===== src/rtl/ctrl_decode_stage.sv =====
// Registered ARM-subset decode stage: one instruction per handshake into a held control bundle.
// Owns the NZCV register, resolves B.cond with EX flag forwarding, and stalls on flag hazards.
module ctrl_decode_stage #(
   parameter int ALUOP_W   = 3,
   parameter int PEND_W    = 2,
   parameter int CNT_W     = 8,
   parameter bit FULL_COND = 1'b1,
   parameter bit EXT_OPS   = 1'b1
) (
   input  logic               clk,
   input  logic               reset_n,
   input  logic               in_valid,
   output logic               in_ready,
   input  logic [31:0]        instr,
   input  logic               cb_zero,
   input  logic               ex_flag_we,
   input  logic [3:0]         ex_flags,
   input  logic               flush,
   output logic               out_valid,
   input  logic               out_ready,
   output logic               reg2loc,
   output logic               uncond_br,
   output logic               br_taken,
   output logic               reg_write,
   output logic               mem_write,
   output logic               mem_to_reg,
   output logic               flag_write,
   output logic [1:0]         alu_src,
   output logic [ALUOP_W-1:0] alu_op,
   output logic               illegal,
   output logic [CNT_W-1:0]   illegal_cnt,
   output logic [3:0]         flags
);

   localparam logic [ALUOP_W-1:0] OP_PASS = ALUOP_W'(3'b000);
   localparam logic [ALUOP_W-1:0] OP_LSL  = ALUOP_W'(3'b001);
   localparam logic [ALUOP_W-1:0] OP_ADD  = ALUOP_W'(3'b010);
   localparam logic [ALUOP_W-1:0] OP_SUB  = ALUOP_W'(3'b011);
   localparam logic [ALUOP_W-1:0] OP_AND  = ALUOP_W'(3'b100);
   localparam logic [ALUOP_W-1:0] OP_LSR  = ALUOP_W'(3'b101);
   localparam logic [ALUOP_W-1:0] OP_EOR  = ALUOP_W'(3'b110);
   localparam logic [PEND_W-1:0]  PEND_MAX = {PEND_W{1'b1}};
   localparam logic [CNT_W-1:0]   CNT_MAX  = {CNT_W{1'b1}};

   // flags layout: [3]=N [2]=Z [1]=C [0]=V; codes 111x are always-taken
   function automatic logic cond_true(input logic [3:0] c, input logic [3:0] f);
      logic base;
      case (c[3:1])
         3'b000:  base = f[2];
         3'b001:  base = f[1];
         3'b010:  base = f[3];
         3'b011:  base = f[0];
         3'b100:  base = f[1] & !f[2];
         3'b101:  base = (f[3] == f[0]);
         3'b110:  base = !f[2] & (f[3] == f[0]);
         default: base = 1'b1;
      endcase
      return (c[3:1] == 3'b111) ? 1'b1 : (base ^ c[0]);
   endfunction

   logic [10:0]        opc;
   logic [3:0]         cur_flags;
   logic               d_reg2loc, d_uncond_br, d_br_taken, d_reg_write, d_mem_write;
   logic               d_mem_to_reg, d_flag_write, d_illegal, is_bcond, is_fset;
   logic [1:0]         d_alu_src;
   logic [ALUOP_W-1:0] d_alu_op;
   logic [PEND_W-1:0]  pend_cnt, pend_next;
   logic [PEND_W:0]    pend_up;
   logic [1:0]         pend_dn;
   logic               hazard, capture;

   assign opc       = instr[31:21];
   assign cur_flags = ex_flag_we ? ex_flags : flags;

   always_comb begin
      d_reg2loc    = 1'b0;
      d_uncond_br  = 1'b0;
      d_br_taken   = 1'b0;
      d_reg_write  = 1'b0;
      d_mem_write  = 1'b0;
      d_mem_to_reg = 1'b0;
      d_flag_write = 1'b0;
      d_illegal    = 1'b0;
      d_alu_src    = 2'b00;
      d_alu_op     = OP_PASS;
      is_bcond     = 1'b0;
      is_fset      = 1'b0;
      casez (opc)
         11'b10101011000: begin d_reg_write = 1'b1; d_flag_write = 1'b1; is_fset = 1'b1; d_alu_op = OP_ADD; end
         11'b11101011000: begin d_reg_write = 1'b1; d_flag_write = 1'b1; is_fset = 1'b1; d_alu_op = OP_SUB; end
         11'b1001000100?: begin d_reg_write = 1'b1; d_alu_src = 2'b10; d_alu_op = OP_ADD; end
         11'b10001010000: begin d_reg_write = 1'b1; d_alu_op = OP_AND; end
         11'b11001010000: begin d_reg_write = 1'b1; d_alu_op = OP_EOR; end
         11'b11111000010: begin d_reg_write = 1'b1; d_mem_to_reg = 1'b1; d_alu_src = 2'b01; d_alu_op = OP_ADD; end
         11'b11111000000: begin d_reg2loc = 1'b1; d_mem_write = 1'b1; d_alu_src = 2'b01; d_alu_op = OP_ADD; end
         11'b000101?????: begin d_uncond_br = 1'b1; d_br_taken = 1'b1; end
         11'b10110100???: begin d_reg2loc = 1'b1; d_br_taken = cb_zero; end
         11'b01010100???: begin
            is_bcond   = 1'b1;
            d_br_taken = FULL_COND ? cond_true(instr[3:0], cur_flags) : (cur_flags[3] != cur_flags[0]);
         end
         11'b11010011010: begin d_reg_write = 1'b1; d_alu_src = 2'b11; d_alu_op = OP_LSR; end
         11'b11010011011: begin
            if (EXT_OPS) begin d_reg_write = 1'b1; d_alu_src = 2'b11; d_alu_op = OP_LSL; end
            else d_illegal = 1'b1;
         end
         11'b10110101???: begin
            if (EXT_OPS) begin d_reg2loc = 1'b1; d_br_taken = !cb_zero; end
            else d_illegal = 1'b1;
         end
         default: d_illegal = 1'b1;
      endcase
   end

   assign hazard   = (is_bcond & !((pend_cnt == '0) | ((pend_cnt == PEND_W'(1)) & ex_flag_we)))
                   | (is_fset & (pend_cnt == PEND_MAX));
   assign in_ready = (!out_valid | out_ready) & !flush & !hazard;
   assign capture  = in_valid & in_ready;

   // a flushed flag-setter never retires, so its pending slot is released here
   assign pend_up = {1'b0, pend_cnt} + (PEND_W+1)'(capture & is_fset);
   assign pend_dn = {1'b0, ex_flag_we} + {1'b0, flush & out_valid & flag_write};
   always_comb begin
      pend_next = '0;
      if (pend_up >= (PEND_W+1)'(pend_dn))
         pend_next = PEND_W'(pend_up - (PEND_W+1)'(pend_dn));
   end

   always_ff @(posedge clk) begin
      if (!reset_n) begin
         out_valid   <= 1'b0;
         reg2loc     <= 1'b0;
         uncond_br   <= 1'b0;
         br_taken    <= 1'b0;
         reg_write   <= 1'b0;
         mem_write   <= 1'b0;
         mem_to_reg  <= 1'b0;
         flag_write  <= 1'b0;
         alu_src     <= 2'b00;
         alu_op      <= '0;
         illegal     <= 1'b0;
         illegal_cnt <= '0;
         flags       <= 4'b0000;
         pend_cnt    <= '0;
      end else begin
         if (ex_flag_we)
            flags <= ex_flags;
         pend_cnt <= pend_next;
         if (capture) begin
            out_valid  <= 1'b1;
            reg2loc    <= d_reg2loc;
            uncond_br  <= d_uncond_br;
            br_taken   <= d_br_taken;
            reg_write  <= d_reg_write;
            mem_write  <= d_mem_write;
            mem_to_reg <= d_mem_to_reg;
            flag_write <= d_flag_write;
            alu_src    <= d_alu_src;
            alu_op     <= d_alu_op;
            illegal    <= d_illegal;
            if (d_illegal && (illegal_cnt != CNT_MAX))
               illegal_cnt <= illegal_cnt + 1'b1;
         end else if (flush || out_ready) begin
            out_valid <= 1'b0;
         end
      end
   end

endmodule


===== config.mk =====
export PLATFORM = sky130hd
export DESIGN_NAME = ctrl_decode_stage
export DESIGN_NICKNAME = d
export VERILOG_FILES = /design/src/rtl/ctrl_decode_stage.sv
export SDC_FILE = /design/constraint.sdc
export NUM_CORES = 1
export LEC_CHECK = 0
export ABC_AREA = 1
export ABC_CLOCK_PERIOD_IN_PS = 3200
export CAP_MARGIN = 40
export CORE_UTILIZATION = 60
export CTS_CLUSTER_SIZE = 10
export DETAILED_ROUTE_END_ITERATION = 10
export DONT_BUFFER_PORTS = 1
export GPL_TIMING_DRIVEN = 0
export PLACE_DENSITY = 0.86
export RECOVER_POWER = 25
export SETUP_SLACK_MARGIN = 0.02
export SLEW_MARGIN = 20
export SYNTH_ARGS = -nofsm -noshare
export SYNTH_HDL_FRONTEND = slang
export SYNTH_SLANG_ARGS = --single-unit

===== constraint.sdc =====
create_clock -name clk -period 3.2 [get_ports clk]
set_clock_uncertainty 0.1 [all_clocks]
set_input_delay 0.32 -clock clk [delete_from_list [all_inputs] [get_ports clk]]
set_output_delay 0.32 -clock clk [all_outputs]
set_load 0.03 [all_outputs]

======== Yosys cells after proc, flatten, opt, wreduce, memory -nomap -nowiden ========
Index checks and enable logic that the tools add are counted.
cells by class
  reduce and logical (&&, ||, !) cells .... 20
  order comparisons ....................... 1
  mux-type cells .......................... 17
  eq/ne operators ......................... 24
  add/sub/neg operators ................... 4
  bitwise gates (word level) .............. 15
operators with widths
  kind                  number
  $eq 11x11->1 const B  8
  $pmux 3 s6            1
  $eq 8x8->1 const B    2
  $reduce_or 13->1      1
  $eq 3x3->1 const B    4
  $mux 1                12
  $and 1x1->1           11
  $eq 10x10->1 const B  1
  $add 8x1->8 const B   1
  $eq 8x7->1 const B    1
  $ne 8x8->1 const B    1
  $reduce_or 8->1       1
  $pmux 1 s7            1
  $eq 3x2->1 const B    2
  $eq 6x3->1 const B    1
  $logic_not 1->1       6
  $pmux 2 s3            1
  $reduce_or 2->1       3
  $mux 4                1
  $pmux 1 s4            1
  $reduce_and 2->1      2
  $reduce_or 4->1       1
  $add 2x1->3           1
  $eq 3x1->1 const B    1
  other kinds (14)      16
storage, ports and cells
  flip-flop bits (word level) ............. 28
  input port bits ......................... 43
  output and inout port bits .............. 27
  word-level logic and storage cells ...... 95

======== Depth between registers and ports, before layout ========
Gate-level depths: netlist of the first run.
  depth in word-level cells ............... 13
  gate-level depth with buffers ........... 20
  mapped depth without buffers ............ 19

======== Least setup slack after synthesis of the first run ========
OpenSTA, ideal clock, no wires.
  path kind ............................... in2reg
  from .................................... input ex_flag_we
  to ...................................... register pend_cnt[0]
  path slack .............................. 0.688 ns
  stages .................................. 16
  buffers on the path ..................... 2
  setup time .............................. 0.064 ns
  arrival ................................. 2.348 ns
  cells stage by stage .................... buf_2 inv_2 nand2_1 nand2_1 nand2_1 nand3_2 nor2_4 buf_2 nand2_1 inv_1 ha_1 inv_1 fa_1 o31ai_1 nand2_1 nor2_1
between the ends
  word-level cells in the longest chain between the ends .. 12
ends and longest elaborated chain
  element                            RTL line  source
  from (decl)                        16        input logic ex_flag_we,
  $and 1x1->1                        115       assign hazard = (is_bcond & !((pend_cnt == '0) | ((pend_cnt == PEND_W'(1)) & ex_flag_we)))
  $or 1x1->1                         115
  $logic_not 1->1                    115
  $and 1x1->1                        115
  $or 1x1->1                         116       | (is_fset & (pend_cnt == PEND_MAX));
  $logic_not 1->1                    117       assign in_ready = (!out_valid | out_ready) & !flush & !hazard;
  $and 1x1->1                        117
  $and 1x1->1                        118       assign capture = in_valid & in_ready;
  $and 1x1->1                        121       assign pend_up = {1'b0, pend_cnt} + (PEND_W+1)'(capture & is_fset);
  $add 2x1->3                        121
  $ge 3x2->1                         125       if (pend_up >= (PEND_W+1)'(pend_dn))
  $reduce_and 2->1 (no source line)  n/a
  to (signal assigned)               148       pend_cnt <= pend_next;
  to (decl)                          67        logic [PEND_W-1:0] pend_cnt, pend_next;
Parallel ways exist; a longest one is shown, timed or not.
A chain may end at the register's enable or synchronous reset.

======== Worst setup path after layout of the first run ========
  from .................................... register out_valid
  to ...................................... register pend_cnt[0]
between the ends
  word-level cells in the longest chain between the ends .. 9
ends and longest elaborated chain
  element                            RTL line  source
  from (decl)                        19        output logic out_valid,
  from (signal assigned)             131       out_valid <= 1'b0;
  from (signal assigned)             150       out_valid <= 1'b1;
  from (signal assigned)             164       out_valid <= 1'b0;
  $logic_not 1->1                    117
  $or 1x1->1                         117
  $and 1x1->1 (2 in series)          117
  $and 1x1->1                        118
  $and 1x1->1                        121
  $add 2x1->3                        121
  $ge 3x2->1                         125
  $reduce_and 2->1 (no source line)  n/a
Parallel ways exist; a longest one is shown, timed or not.

==> key figures, run 1 <==
Yosys
  – Sequential area share after synthesis: 29.0%
  – Mean Syn Cell Area: 6.45 sq um
  – Mapped Cells: 300
  – Yosys top cell by area: dfxtp_1
  – Leading post-synthesis cells by cell area: dfxtp_1, nand2_1, inv_1, nor2_1, nand3_1
  – Async S/R FF share, synth: 0%
  – Most common cell in the netlist: nand2_1
  – Synth top area share: 29.0%
  – Top FF cell, synth: dfxtp_1
  – Most instantiated cells after synthesis: nand2_1, inv_1, nor2_1
  – Yosys Warn Count: 0
  – Post-Syn Area: 1930 sq um
  – Mapped Nets: 349
  – Unique masters post-synth: 34
  – Synth Register Bits: 28
  – Post-synth EDFFs: 0

Critical path
  – WS Path Type: reg2reg
  – Critical path peak fanout: 10
  – R2R depth: 12
  – Worst flop-to-flop path startpoint: out_valid
  – Worst Setup EP: pend_cnt[0]
  – CP endpoint kind: flop
  – Critical R2R Capture: pend_cnt[0]
  – Data required, critical path: 3.38 ns
  – R2R setup slack: 0.37 ns
  – Crit. Startpoint: out_valid
  – WP data arrival: 3.01 ns
  – Startpoint types: flop

Detailed routing
  – DRC violations left: 0
  – Via density per instance: 5.45
  – Final WL: 4200 um
  – DRT iter0 DRCs: 114
  – Routed Antenna Nets: 0
  – DR vias: 1,897
  – Pre-antenna DRT Iters: 5
  – Drt wl/cell: 12.1 um

Pwr
  – Pwr dens: 375 nW/um^2
  – Clock power frac: 30.0%
  – Seq pwr share: 53.3%
  – Total internal power: 541 uW
  – Logic pwr share: 16.8%
  – Sw frac: 29.3%
  – Switching power: 224 uW
  – Max IR drop VDD: 181 uV
  – Leak: 0.000979 uW

Clock network
  – Skew-Pair Late Insertion Delay: 0.33 ns
  – CTS HTree Levels: 1
  – Clock Tree Buf Depth: 2
  – Clk sinks: 28
  – Post-cts sizing count: 0
  – CTS root buffer: clkbuf_4
  – # hold bufs at CTS: 0
  – Worst-path clk slew: 0.15 ns
  – Num CTS Buffers: 3
  – CTS tree: built
  – # Post-CTS Setup Buffers: 0

Timing
  – RSZ-0062 raised after global routing: false
  – Tightest Pin Transition: 0.461 ns
  – Total Neg Setup Slack: 0 ns
  – Fin. max-slew vios: 0
  – Fin. Hold Viols: 0
  – Worst slew margin: 69.2%
  – Final period util: 88.4%
  – Max Fclk: 353 MHz
  – Endpoints failing setup: 0
  – Crit path time final: 2.83 ns

Worst hold path
  – Hold/Removal Path Class: in2reg
  – Hold path cells: 2

Floorplan
  – Io pins: 70
  – Core area: 3050 sq um
  – Die height: 58.8 um
  – Initial core utilization: 63.4%
  – # rows: 20
  – Die footprint: 3460 sq um
  – Die Wd: 58.8 um

Finish
  – Fillcell total: 294
  – Final non-filler cell total: 348
  – N_diodes: 0
  – Top reg by flops: illegal_cnt
  – Layout cells sized above 1: 9.87%
  – Nets@finish: 354
  – Finished Core Util: 66.9%
  – Biggest regs: illegal_cnt: 8 flops, flags: 4 flops, alu_op: 3 flops
  – P&R area growth vs syn: 5.56%
  – Max FFs per register: 8

Global routing
  – Vias in the first global route: 1,689
  – Overall Global Routing Usage: 25.9%
  – First-pass GRT wire length: 6960 um
  – Largest net degree at the start of global routing: 17
  – Gr ovfl total: 0
  – Initial antenna violation count: 0

Place
  – Inst Count DP: 344
  – Gpl congestion: 0.899
  – I/O Buffers: 0
  – Detailed-placement wirelength estimate: 3340 um

Job
  – Max_cap viols: 0

Outcome
  – Outcome: finished clean
per-stage QoR:
step                      area, sq um  total power [uW]  hold slack (ns)  worst slack (ns)
after global placement           1990               539            0.374             0.407
final                            2040               766           0.0455             0.371
after CTS                        2040               769           0.0391             0.366
after detailed placement         1990               543            0.379             0.346
after floorplan                  1930               519            0.358             0.688
after global routing             2040               810           0.0375             0.114
power by group through the flow:
| stage | clock network, uW | registers, uW | logic [uW] |
|---|---|---|---|
| 2_1_floorplan | 0 | 412 | 107 |
| 3_3_place_gp | 0 | 415 | 124 |
| 3_5_place_dp | 0 | 416 | 127 |
| 4_1_cts | 233 | 408 | 128 |
| 5_1_grt | 249 | 411 | 151 |
| 6_report | 230 | 408 | 128 |
cell families (layout without fill, tap and decap cells):
family          after synthesis  in the layout  synth area share [%]
xor+xnor                      7              7                  3.17
fa+ha+maj                     6              6                  4.27
compound gates               34             34                  10.3
flops                        28             28                  29.0
simple gates                171            171                  41.9
buf+inv                      54             58                  11.4
critical path: stages, from the launching register on:
cell and delay, ns:
dfxtp_1 0.45, a21oi_1 0.27, nand3_2 0.17, nor2_4 0.16, buf_2 0.25, nand2_1 0.12, inv_1 0.08, ha_1 0.16
inv_1 0.06, fa_1 0.50, o31ai_1 0.25, nand2_1 0.10, nor2_1 0.10
worst min-delay path by stage:
| stage | to | slack, ns | from |
|---|---|---|---|
| 6_report | reg2loc | 0.05 | reset_n |
| 5_1_grt | reg2loc | 0.04 | reset_n |
| 4_1_cts | reg2loc | 0.04 | reset_n |
| 3_5_place_dp | reg2loc | 0.38 | reset_n |
| 3_3_place_gp | reg2loc | 0.37 | reset_n |
| 2_1_floorplan | reg2loc | 0.36 | reset_n |
layer usage:
metal | GRT usage [%] | share of wire, % | up-vias
met2 | 42.5 | 46 | 75
met3 | 6.59 | 7.5 | 8
met1 | 33.9 | 46 | 827
li1 | - | - | 987
met5 | 0 | 0 | -
met4 | 6.80 | 1.2 | 0
cell usage in the layout (no fill, tap or decap):
cell       instances
o21ai_2            1
inv_2              7
nor3_1             9
and3_1             2
nand3_2            1
nor2_1            30
nand3_4            1
inv_1             39
clkbuf_1           2
nor2_4             1
o31ai_1            2
o21ai_0            7
nand2_2            1
nand3_1           18
ha_1               5
fa_1               1
clkinv_1           2
nand2_1           84
a31oi_1            4
nand4_1           13
dfxtp_1           28
buf_6              2
a211oi_1           1
nor3b_1            1
nor2_2             3
nand4_2            1
a21oi_1           16
bufinv_16          1
nor2_8             1
xnor2_1            3
xor2_1             4
nor3_2             5
buf_2              2
o211ai_1           1
o211a_1            2
clkbuf_4           3
layout make-up:
class / instances / area, sq um / area share, %
well taps: 44 / 55.1 / 2.70
flip-flops and latches: 28 / 561 / 27.5
multi-input cells: 218 / 1150 / 56.5
plain buffers: 6 / 40.0 / 1.96
clock inverters: 1 / 30.0 / 1.47
inverters: 48 / 180 / 8.82
clock buffers: 3 / 22.5 / 1.10
No activity file was read; power rests on OpenSTA's default activity.
==> run 2: changes to the inputs <==
--- a/config.mk
+++ b/config.mk
@@ -6,8 +6,9 @@
 export NUM_CORES = 1
 export LEC_CHECK = 0
 export ABC_AREA = 1
-export ABC_CLOCK_PERIOD_IN_PS = 3200
+export ABC_CLOCK_PERIOD_IN_PS = 3000
 export CAP_MARGIN = 40
+export CORE_ASPECT_RATIO = 1.5
 export CORE_UTILIZATION = 60
 export CTS_CLUSTER_SIZE = 10
 export DETAILED_ROUTE_END_ITERATION = 10
==> constraint.sdc (replaced) <==
create_clock -name clk -period 3 [get_ports clk]
set_clock_uncertainty 0.1 [all_clocks]
set_input_delay 0.3 -clock clk [delete_from_list [all_inputs] [get_ports clk]]
set_output_delay 0.3 -clock clk [all_outputs]
set_load 0.03 [all_outputs]
==> key figures, run 2 (same netlist as run 1, synthesis figures left out) <==
Detailed routing
  – DRC violations left: 0 (unchanged)
  – Via density per instance: 5.58 (+2.3%)
  – Final WL: 4600 um (+9.4%)
  – Routed Antenna Nets: 0 (unchanged)
  – DRT iter0 DRCs: 64 (-44%)
  – DR vias: 1,913 (+0.84%)
  – Drt wl/cell: 13.4 um (+11%)
  – Pre-antenna DRT Iters: 4 (-1)

Pwr
  – Pwr Total: 878 uW (+15%)
  – Pwr dens: 426 nW/um^2 (+14%)
  – Max IR drop VDD: 326 uV (+80%)
  – Leak: 0.000987 uW (+0.80%)

Timing
  – Max Fclk: 368 MHz (+4.1%)
  – Tightest Pin Transition: 0.481 ns (+0.0201 ns)
  – Fin. max-slew vios: 0 (unchanged)
  – Total Neg Setup Slack: 0 ns (unchanged)
  – Endpoints failing setup: 0 (unchanged)
  – RSZ-0062 raised after global routing: false
  – Final period util: 90.6% (+2.2 points)
  – Crit path time final: 2.72 ns (-0.111 ns)
  – Worst slew margin: 67.9% (-1.3 points)
  – Fin. Hold Viols: 0 (unchanged)
  – Worst setup margin: 0.282 ns (-0.0892 ns)

Critical path
  – CP endpoint kind: flop
  – WP data arrival: 2.84 ns (-0.17 ns)
  – Critical path peak fanout: 10 (unchanged)
  – Data required, critical path: 3.12 ns (-0.26 ns)
  – Max incr delay on CP: 0.50 ns (about the same)
  – Startpoint types: flop
  – Worst flop-to-flop path startpoint: out_valid
  – Cells along the critical path: a21oi_2, nand3_2, nor2_4, clkbuf_4, nand2_1, inv_1, ha_1, inv_1, fa_1, o31ai_1, nand2_1, nor2_1
  – Crit. Startpoint: out_valid
  – Slowest cell on crit path: fa_1
  – WS Path Type: reg2reg
  – R2R setup slack: 0.28 ns (-0.09 ns)

Clock network
  – Skew-Pair Late Insertion Delay: 0.28 ns (-0.05 ns)
  – CTS tree: built
  – # hold bufs at CTS: 0 (unchanged)
  – Num CTS Buffers: 3 (unchanged)
  – CTS HTree Levels: 1 (unchanged)
  – Clk sinks: 28 (unchanged)
  – CTS root buffer: clkbuf_8
  – Worst-path clk slew: 0.10 ns (-0.05 ns)
  – Clock Tree Buf Depth: 2 (unchanged)

Floorplan
  – Die height: 71.5 um (+22%)
  – # rows: 24 (+20%)
  – Initial core utilization: 65.1% (+1.7 points)
  – Die Wd: 48.4 um (-18%)
  – Core area: 2970 sq um (-2.6%)
  – Io pins: 70 (unchanged)
  – Die footprint: 3460 sq um (+0.13%)

Global routing
  – Initial antenna violation count: 0 (unchanged)
  – Largest net degree at the start of global routing: 17 (unchanged)
  – First-pass GRT wire length: 7850 um (+13%)
  – Vias in the first global route: 1,883 (+11%)
  – Overall Global Routing Usage: 28.7% (+2.7 points)
  – Gr ovfl total: 0 (unchanged)

Finish
  – Nets@finish: 354 (unchanged)
  – P&R area growth vs syn: 6.53%
  – Max FFs per register: 8 (unchanged)
  – Layout cells sized above 1: 10.2% (+0.33 points)
  – Commonest non-fill, non-tap cell in the layout: nand2_1
  – Commonest cells after routing, fill and taps aside: nand2_1, inv_1, nor2_1
  – Top reg by flops: illegal_cnt
  – Biggest regs: illegal_cnt: 8 flops, flags: 4 flops, alu_op: 3 flops
  – N_diodes: 0 (unchanged)

Worst hold path
  – Hold Crit Start: reset_n
  – Hold/Removal Path Class: in2reg

Job
  – Max_cap viols: 0 (unchanged)

Place
  – Worst slack, placed: 0.133 ns (-0.213 ns)
  – Detailed-placement wirelength estimate: 3570 um (+6.9%)
  – I/O Buffers: 0 (unchanged)
  – Gpl congestion: 0.862 (-4.1%)

Outcome
  – Outcome: finished clean
-- run 2: final cells by class --
type                    instances  area, sq um
inverters                      48          180
clock buffers                   3         41.3
flip-flops and latches         28          561
clock inverters                 1         30.0
plain buffers                   6         42.5
multi-input cells             218         1160
well taps                      39         48.8
fillers                       280          912
-- run 2: final timing paths --
| path | end | depth (start not counted) |
|---|---|---|
| worst max-delay path | pend_cnt[1] | 12 |
| worst min-delay path | reg2loc | 2 |
| worst max register to register | pend_cnt[1] | 12 |
| worst min register to register | illegal | 2 |
-- run 2: critical path, delay by kind of cell (launching register included) --
family	cells	cell delay, ns
adders and majority gates	2	0.66
and+or+nand+nor	5	0.60
AOI/OAI and AO/OA	2	0.48
DFF	1	0.46
buffers and inverters	3	0.37
-- run 2: repair_timing --
| item | 4_1_cts | 5_1_grt |
|---|---|---|
| gates resized for setup | 0 | 2 |
| setup buffers | 0 | 0 |
| endpoints found under the setup margin | 0 | 2 |
-- run 2: metal layers --
metal | vias up | wire length (um) | GRT usage (%)
met2 | 59 | 2470 | 56.2
met3 | 10 | 244 | 5.94
met5 | - | 0 | 0
met1 | 869 | 1780 | 28.9
li1 | 975 | - | -
met4 | 0 | 104 | 11.8
-- run 2: metrics by stage --
stage | utilization [%] | area [sq um] | hold slack [ns] | std cells
global placement | 66.7 | 1980 | 0.354 | 339
finish | 69.3 | 2060 | 0.0666 | 343
detailed placement | 66.7 | 1980 | 0.357 | 339
global route | 69.3 | 2060 | 0.0812 | 343
CTS | 69.1 | 2050 | 0.0614 | 343
floorplan | - | 1930 | 0.338 | 300
-- run 2: where the power goes --
group / switching (uW) / internal [uW]
Clock: 124 / 179
Sequential: 43.3 / 391
Combinational: 89.5 / 51.6
==> run 3: changes to the inputs <==
--- a/config.mk
+++ b/config.mk
@@ -6,7 +6,7 @@
 export NUM_CORES = 1
 export LEC_CHECK = 0
 export ABC_AREA = 1
-export ABC_CLOCK_PERIOD_IN_PS = 3000
+export ABC_CLOCK_PERIOD_IN_PS = 2600
 export CAP_MARGIN = 40
 export CORE_ASPECT_RATIO = 1.5
 export CORE_UTILIZATION = 60
==> constraint.sdc (replaced) <==
create_clock -name clk -period 2.6 [get_ports clk]
set_clock_uncertainty 0.1 [all_clocks]
set_input_delay 0.26 -clock clk [delete_from_list [all_inputs] [get_ports clk]]
set_output_delay 0.26 -clock clk [all_outputs]
set_load 0.03 [all_outputs]
==> key figures, run 3 (same netlist as run 1, synthesis figures left out) <==
Outcome
  – Outcome: finished clean

Clock network
  – Clock Tree Buf Depth: 2 (unchanged)
  – CTS root buffer: clkbuf_8
  – CTS tree: built
  – Num CTS Buffers: 3 (unchanged)
  – CTS HTree Levels: 1 (unchanged)
  – Skew-Pair Late Insertion Delay: 0.28 ns (about the same)
  – Worst-path clk slew: 0.10 ns (about the same)
  – Clk sinks: 28 (unchanged)

Place
  – Detailed-placement wirelength estimate: 3570 um (unchanged)
  – I/O Buffers: 0 (unchanged)
  – Gpl congestion: 0.862 (unchanged)

Finish
  – Commonest cells after routing, fill and taps aside: nand2_1, inv_1, nor2_1
  – Nets@finish: 359 (+1.4%)
  – Fillcell total: 263 (-6.1%)
  – P&R area growth vs syn: 10.3%
  – Biggest regs: illegal_cnt: 8 flops, flags: 4 flops, alu_op: 3 flops
  – Commonest non-fill, non-tap cell in the layout: nand2_1
  – Top reg by flops: illegal_cnt
  – Layout cells sized above 1: 13.3% (+3.1 points)
  – N_diodes: 0 (unchanged)
  – Max FFs per register: 8 (unchanged)

Timing
  – Crit path time final: 2.42 ns (-0.302 ns)
  – Fin. max-slew vios: 0 (unchanged)
  – Worst slew margin: 67.2% (-0.68 points)
  – Total Neg Setup Slack: 0 ns (unchanged)
  – Max Fclk: 414 MHz (+13%)
  – Final period util: 92.9% (+2.3 points)
  – Fin. Hold Viols: 0 (unchanged)
  – Endpoints failing setup: 0 (unchanged)
  – Tightest Pin Transition: 0.492 ns (+0.0101 ns)

Floorplan
  – # rows: 24 (unchanged)
  – Core area: 2970 sq um (unchanged)
  – Die footprint: 3460 sq um (unchanged)
  – Die Wd: 48.4 um (unchanged)
  – Initial core utilization: 65.1% (unchanged)
  – Die height: 71.5 um (unchanged)
  – Io pins: 70 (unchanged)

Global routing
  – Initial antenna violation count: 0 (unchanged)
  – Largest net degree at the start of global routing: 17 (unchanged)
  – Overall Global Routing Usage: 28.7% (+0.089 points)
  – First-pass GRT wire length: 7850 um (about the same)
  – Vias in the first global route: 1,886 (+0.16%)
  – Gr ovfl total: 0 (unchanged)

Detailed routing
  – Via density per instance: 5.66 (+1.4%)
  – Pre-antenna DRT Iters: 4 (unchanged)
  – Routed Antenna Nets: 0 (unchanged)
  – DR vias: 1,969 (+2.9%)
  – Drt wl/cell: 13.4 um (about the same)
  – Final WL: 4660 um (+1.5%)
  – DRC violations left: 0 (unchanged)
  – DRT iter0 DRCs: 51 (-20%)

Critical path
  – Startpoint types: flop
  – WS Path Type: reg2reg
  – Critical path peak fanout: 4 (-6)
  – WP data arrival: 2.54 ns (-0.30 ns)
  – Data required, critical path: 2.72 ns (-0.40 ns)
  – CP endpoint kind: flop

Pwr
  – Switching power: 303 uW (+18%)
  – Clock power frac: 33.9% (-0.6 points)
  – Total internal power: 727 uW (+17%)
  – Sw frac: 29.4% (+0.15 points)
  – Pwr Total: 1030 uW (+17%)
  – Seq pwr share: 48.8% (-0.7 points)
  – Pwr dens: 483 nW/um^2 (+13%)
  – Max IR drop VDD: 375 uV (+15%)
  – Logic pwr share: 17.3% (+1.2 points)
  – Leak: 0.00103 uW (+4.0%)

Job
  – Max_cap viols: 0 (unchanged)

Worst hold path
  – Hold/Removal Path Class: in2reg
## run 3: stage by stage
stage | utilization, % | instances | setup slack, ns | cell area [sq um] | hold WS, ns
5_1_grt | 71.8 | 348 | -0.0126 | 2130 | 0.0412
3_5_place_dp | 66.7 | 339 | -0.227 | 1980 | 0.317
6_report | 71.8 | 348 | 0.184 | 2130 | 0.0211
3_3_place_gp | 66.7 | 339 | -0.156 | 1980 | 0.314
2_1_floorplan | - | 300 | 0.148 | 1930 | 0.298
4_1_cts | 69.5 | 343 | 0.0315 | 2070 | 0.0214
## run 3: final timing paths
check	start	end	slack, ns	cells after the start
hold / removal	reset_n	reg2loc	0.02	2
setup / recovery	pend_cnt[1]	pend_cnt[0]	0.18	14
hold reg to reg	out_valid	out_valid	0.50	2
setup reg to reg	pend_cnt[1]	pend_cnt[0]	0.18	14
## run 3: cell type report
cell class	count	area (sq um)	share of cell area [%]
Multi-Input combinational cell	218	1190	55.7
Buffer	6	46.3	2.17
Tap cell	39	48.8	2.29
Clock inverter	1	30.0	1.41
Clock buffer	3	41.3	1.94
Timing Repair Buffer	5	37.5	1.76
Inverter	48	180	8.45
Sequential cell	28	562	26.3
## run 3: critical path, cell delays in order, from the launching register on
cell      delay, ns
dfxtp_1        0.34
nand2_1        0.08
inv_1          0.04
o211ai_1       0.11
nand3_2        0.14
nor2_4         0.14
buf_6          0.11
nand2_1        0.07
inv_1          0.07
ha_1           0.16
inv_1          0.06
fa_2           0.45
o31ai_2        0.26
nand2_1        0.11
nor2_1         0.12
## run 3: power by group through the flow
stage	Combinational (uW)	Clock (uW)	Sequential (uW)
2_1_floorplan	132	0	507
3_3_place_gp	155	0	511
3_5_place_dp	161	0	512
4_1_cts	163	347	502
5_1_grt	206	366	505
6_report	178	349	502
## run 3: what timing repair did
action                     CTS  global route
setup buffers                0             5
pin swaps                    0             6
setup endpoints to repair    2             2
hold buffers                 0             0
resized for setup            4             7
## run 3: per-layer routing
metal | global-route usage (%) | vias up | part of all wire, %
li1 | - | 988 | -
met1 | 28.9 | 896 | 37
met2 | 56.2 | 68 | 54
met3 | 5.94 | 17 | 5.7
met4 | 12.4 | 0 | 2.7
met5 | 0 | - | 0
